File: config.mk
export PLATFORM = sky130hd
export DESIGN_NAME = sntc_ldpc_syndrome_sched
export DESIGN_NICKNAME = d
export VERILOG_FILES = /design/src/rtl/sntc_ldpc_syndrome_sched.sv
export SDC_FILE = /design/constraint.sdc
export NUM_CORES = 1
export LEC_CHECK = 0
export BUFFER_PORTS_ARGS = -buffer_cell sky130_fd_sc_hd__buf_2
export CELL_PAD_IN_SITES_DETAIL_PLACEMENT = 1
export CELL_PAD_IN_SITES_GLOBAL_PLACEMENT = 2
export CORE_AREA = 2 2 465 467
export DETAILED_ROUTE_END_ITERATION = 8
export DIE_AREA = 0 0 467 469
export MAX_ROUTING_LAYER = met4
export PLACE_DENSITY = 0.37
export SETUP_SLACK_MARGIN = 0.2
export SYNTH_ARGS = -nofsm -noshare
export SYNTH_HDL_FRONTEND = slang
export SYNTH_SLANG_ARGS = --single-unit
File: constraint.sdc
create_clock -name clk -period 3.5 [get_ports clk]
set_clock_uncertainty 0.15 [all_clocks]
set_input_delay 0.175 -clock clk [delete_from_list [all_inputs] [get_ports clk]]
set_output_delay 0.175 -clock clk [all_outputs]
set_load 0.01 [all_outputs]
File: src/rtl/sntc_ldpc_syndrome_sched.sv
// sntc_ldpc_syndrome_sched
//   Schedules a hard-decision LDPC decode loop. It presents a word to an
//   external syndrome datapath, waits for the datapath latency, and checks
//   the returned syndrome. A zero syndrome finishes the decode. A nonzero
//   syndrome hands the word to an external bit-flip engine and then
//   re-checks the result. After MAX_ITER flips the decode finishes and is
//   reported as failed.
//
// Ports
//   clk, rst             rising-edge clock, synchronous active-high reset
//   in_valid/in_ready    codeword input handshake, in_cword = received word
//   syn_y, syn_clr       word and one-cycle clear pulse to the datapath
//   syn_nr               syndrome returned by the datapath
//   syn_valid_cword      datapath flag: syndrome is all-zero
//   flip_req, flip_syn   request and captured syndrome to the flip engine
//   flip_ack, flip_word  flip engine completion and its updated word
//   out_valid/out_ready  result handshake
//   out_cword            final word
//   out_ok               1 when a zero syndrome was reached
//   out_iter             number of flips performed
//
// Optional feature (macro SNTC_LDPC_SCHED_STATS_EN)
//   Adds the outputs stat_pass and stat_fail. Each is a saturating 16-bit
//   count of delivered results, with out_ok = 1 and 0 respectively.
//   Both counters clear on rst.
module sntc_ldpc_syndrome_sched #(
    parameter int NN       = 'h0d0,
    parameter int MM       = 'h0a8,
    parameter int MAX_ITER = 16,
    parameter int SYN_LAT  = 1,
    localparam int ITW     = $clog2(MAX_ITER + 1)
) (
    input  logic           clk,
    input  logic           rst,
    input  logic           in_valid,
    output logic           in_ready,
    input  logic [NN-1:0]  in_cword,
    output logic [NN-1:0]  syn_y,
    output logic           syn_clr,
    input  logic [MM-1:0]  syn_nr,
    input  logic           syn_valid_cword,
    output logic           flip_req,
    output logic [MM-1:0]  flip_syn,
    input  logic           flip_ack,
    input  logic [NN-1:0]  flip_word,
    output logic           out_valid,
    input  logic           out_ready,
    output logic [NN-1:0]  out_cword,
    output logic           out_ok,
    output logic [ITW-1:0] out_iter
`ifdef SNTC_LDPC_SCHED_STATS_EN
    ,
    output logic [15:0]    stat_pass,
    output logic [15:0]    stat_fail
`endif
);

    typedef enum logic [2:0] {IDLE, WAIT, CHECK, FLIP, DONE} state_t;

    // WAIT counts down to zero, so loading SYN_LAT-1 gives SYN_LAT cycles.
    localparam logic [2:0] WAIT_LOAD = 3'(SYN_LAT - 1);

    state_t         state;
    logic [NN-1:0]  word_reg;
    logic [ITW-1:0] iter;
    logic [2:0]     wait_cnt;

    // The word register drives the datapath, the result bus, and the
    // iteration count directly. These outputs are therefore stable
    // throughout DONE.
    assign syn_y     = word_reg;
    assign out_cword = word_reg;
    assign out_iter  = iter;

    always_ff @(posedge clk) begin
        if (rst) begin
            state    <= IDLE;
            word_reg <= '0;
            iter     <= '0;
            wait_cnt <= '0;
            in_ready <= 1'b1;
            syn_clr  <= 1'b0;
            flip_req <= 1'b0;
            flip_syn <= '0;
            out_valid <= 1'b0;
            out_ok   <= 1'b0;
        end else begin
            syn_clr <= 1'b0;
            case (state)
                IDLE: begin
                    if (in_valid) begin
                        word_reg <= in_cword;
                        iter     <= '0;
                        syn_clr  <= 1'b1;
                        wait_cnt <= WAIT_LOAD;
                        in_ready <= 1'b0;
                        state    <= WAIT;
                    end
                end
                WAIT: begin
                    if (wait_cnt == '0) begin
                        state <= CHECK;
                    end else begin
                        wait_cnt <= wait_cnt - 1'b1;
                    end
                end
                CHECK: begin
                    if (syn_valid_cword) begin
                        out_ok    <= 1'b1;
                        out_valid <= 1'b1;
                        state     <= DONE;
                    end else if (iter == ITW'(MAX_ITER)) begin
                        out_ok    <= 1'b0;
                        out_valid <= 1'b1;
                        state     <= DONE;
                    end else begin
                        flip_syn <= syn_nr;
                        flip_req <= 1'b1;
                        state    <= FLIP;
                    end
                end
                FLIP: begin
                    if (flip_ack) begin
                        word_reg <= flip_word;
                        iter     <= iter + 1'b1;
                        syn_clr  <= 1'b1;
                        flip_req <= 1'b0;
                        wait_cnt <= WAIT_LOAD;
                        state    <= WAIT;
                    end
                end
                DONE: begin
                    if (out_ready) begin
                        out_valid <= 1'b0;
                        in_ready  <= 1'b1;
                        state     <= IDLE;
                    end
                end
                default: state <= IDLE;
            endcase
        end
    end

`ifdef SNTC_LDPC_SCHED_STATS_EN
    always_ff @(posedge clk) begin
        if (rst) begin
            stat_pass <= '0;
            stat_fail <= '0;
        end else if (state == DONE && out_ready) begin
            if (out_ok) begin
                if (stat_pass != 16'hFFFF) stat_pass <= stat_pass + 16'd1;
            end else begin
                if (stat_fail != 16'hFFFF) stat_fail <= stat_fail + 16'd1;
            end
        end
    end
`endif

endmodule

==> out/metrics.yaml <==
start_util: 0.0877
synth_area_sq_mm: 0.0187
ir_drop_v: 0.000575
layout.nets: 4366
cts.sinks: 392
setup_viol: 0
slowest_stage: "or4b_4"
leakage_nw: 15.2
cp_cell_sequence: "or4b_4, nand2_8, buf_12, a311oi_1, dlygate4sd3_1"
grt_max_degree: 120
yosys_most_used_dff: "dfxtp_1"
synth.most_common_cell: "nand2_1"
synth_edf_count: 0
syn_nets: 2890
ys_async_sr_fraction: 0
relSlewSlack: 0.458
yosysTopAreaCell: "dfxtp_1"
hp-class: "input port to register"
hold_viol_final: 0
ys_top_cells_by_count: "425 x nand2_1, 392 x dfxtp_1, 226 x buf_4"
area_growth_pct: 86.9
clock_path_buffers: 3
ant_nets: 0
clk_latency_ns: 0.72
htreeDepth: 2
coreArea_sq_mm: 0.214
p_clk_frac: 0.286
startpoint: "state[2]"
intPower_mw: 13.0
r2r-end: "out_cword[175]"
wl_per_cell_um: 25.0
io_pins: 1184
power_density_mw_per_mm2: 646
fillers: 25600
endpoint: "out_cword[175]"
seqCellArea_sq_mm: 0.00785
drt-pass1-iter-count: 5
timing.rr.start: "state[2]"
viasPerCell: 3.67
crit_type: "register to register"
drv_cap: 0
hpwl_um: 128000
io_buffers: 1183
multi_input_area_sq_mm: 0.00817
ff2ff_path_depth: 5
ys_seq_area_frac: 0.419
crit_family: "simple AND/OR/NAND/NOR gates"
combPwrFrac: 0.409
cts_buffers: 60
status: "finished clean"
fp.dieH_um: 469
rsz0062_at_grt: "false"
setup_tns_ns: 0
final_layout_size_suffix_gt1_frac: 0.358
cp.required_ns: 3.90
die_area_sq_mm: 0.219
r2r_setup_slack_ns: 0.36
final-max-slew-violation-count: 0
seq_power_share: 0.304
yosysUniqueCellTypes: 41
cts_root_buf: "clkbuf_16"
crit_fanout: 77
grt.total_usage: 0.149
synth-seq-cells: 392
gp_congestion: 0.831
syn_avg_cell_area_sq_um: 8.17
die_width_um: 467
tightest_slew_ns: 0.812
synth.top_cell.area_share: 0.419
synth_warnings: 0
max_stage_delay_ns: 0.71
worstSetupPathDepth: 5
synthTopCellsByArea: "dfxtp_1 42%, a311oi_1 9.7%, buf_4 9.0%"
vias: 24600
antenna_found_initial: 54
grt_pass1_wl_um: 226000
drt_iter0_markers: 1079
crit_buf_inv: 2
end_kind: "register"
syn_inst: 2296
fmax_mhz: 318
routed_wl_um: 168000
switching_share: 0.425
startpoint_type: "register"
fin_util: 0.164
period_share: 0.898
cp.arrival_ns: 3.54
num_rows: 170
overflow: 0
drcViolationCount: 0
grt_pass1_vias: 26600
p_switching_mw: 9.62
period_minus_slack_ns: 3.14
cts_tree: "done"
path_clk_slew_ns: 0.06
flip-flops by register name, indices dropped and copies added (netlist names):
name	count
out_iter	5
in_ready	1
flip_req	1
state	3
wait_cnt	3
out_ok	1
out_valid	1
out_cword	208
flip_syn	168
syn_clr	1
power groups by stage:
stage / Combinational, mW / Clock, mW / Sequential, mW
CTS: 9.49 / 6.81 / 6.95
finish: 9.27 / 6.49 / 6.89
floorplan: 4.25 / 0 / 6.52
detailed placement: 8.08 / 0 / 7.04
global route: 10.0 / 6.95 / 7.02
global placement: 8.10 / 0 / 7.01
worst register-to-register path, stage by stage, from the launching register on:
cell and delay, ns:
dfxtp_1 0.48, or4b_4 0.71, nand2_8 0.24, buf_12 0.41, a311oi_1 0.40, dlygate4sd3_1 0.61
worst min-delay path by stage:
stage,start,to,depth (start not counted)
2_1_floorplan,syn_nr[100],flip_syn[100],2
3_3_place_gp,syn_nr[107],flip_syn[107],3
3_5_place_dp,syn_nr[104],flip_syn[104],3
4_1_cts,syn_valid_cword,state[0],3
5_1_grt,syn_nr[159],flip_syn[159],4
6_report,syn_nr[16],flip_syn[16],4
per-stage QoR:
stage / instances / setup slack, ns / total power, mW / cell area [sq um] / hold WS (ns)
floorplan: 2296 / 1.56 / 10.8 / 18700 / 0.175
global placement: 5910 / 0.861 / 15.1 / 26500 / 0.291
detailed placement: 5910 / 0.821 / 15.1 / 26500 / 0.295
CTS: 6661 / 0.253 / 23.2 / 34900 / 0.0110
global route: 6695 / 0.271 / 24.0 / 35000 / 0.0680
finish: 6703 / 0.357 / 22.6 / 35000 / 0.118
layout make-up:
type,count,share of cell area
repair buffers,1900,0.379
multi-input cells,1411,0.233
flip-flops and latches,392,0.224
well taps,2838,0.101
clock buffers,95,0.0509
clock inverters,18,0.00732
diodes,42,0.00300
inverters,7,0.000821
layout by cell type (no fill, tap or decap), drive strengths merged:
cell / Yosys / final
buf: 314 / 1262
dlygate4sd3: 0 / 638
nand2: 426 / 426
dfxtp: 392 / 392
nor3: 211 / 211
a311oi: 208 / 208
a21oi: 172 / 172
o31ai: 171 / 171
nand4: 168 / 168
clkbuf: 172 / 95
diode: 0 / 42
clkinv: 0 / 12
inv: 7 / 7
or3: 6 / 6
nor2: 5 / 5
nand3: 5 / 5
mux2i: 5 / 5
ha: 4 / 4
bufinv: 0 / 4
o21ai: 3 / 3
a31oi: 3 / 3
nor2b: 3 / 3
o2111ai: 2 / 2
a2111oi: 2 / 2
a21o: 2 / 2
clkinvlp: 0 / 2
or3b: 2 / 2
o21a: 1 / 1
a211oi: 1 / 1
nand4bb: 1 / 1
nor3b: 1 / 1
nor4bb: 1 / 1
xor2: 1 / 1
nand2b: 1 / 1
or4b: 1 / 1
nand4b: 1 / 1
and3b: 1 / 1
nand3b: 1 / 1
nor4b: 1 / 1
and4b: 1 / 1
kinds of logic after synthesis:
| group | count (synthesis) | share of synthesized area |
|---|---|---|
| multiplexers | 5 | 0.00267 |
| buffers and inverters | 493 | 0.149 |
| AND/OR/NAND/NOR | 836 | 0.210 |
| adder cells (fa/ha/maj) | 4 | 0.00267 |
| XOR/XNOR | 1 | 0.000467 |
| flip-flops | 392 | 0.419 |
| AO/OA/AOI/OAI | 565 | 0.217 |
layer usage:
layer / wire length [um] / track usage
met5: 0 / -
met4: 3990 / 0.0383
met3: 11800 / 0.0401
met2: 79700 / 0.245
met1: 72100 / 0.180
repair_timing:
item / in CTS / in global routing
hold buffers: 638 / 0
endpoints found under the hold margin: 386 / 0
setup buffers: 0 / 0
gates resized for setup: 0 / 3
setup endpoints to repair: 0 / 98
No activity file was read; power rests on OpenSTA's default activity.
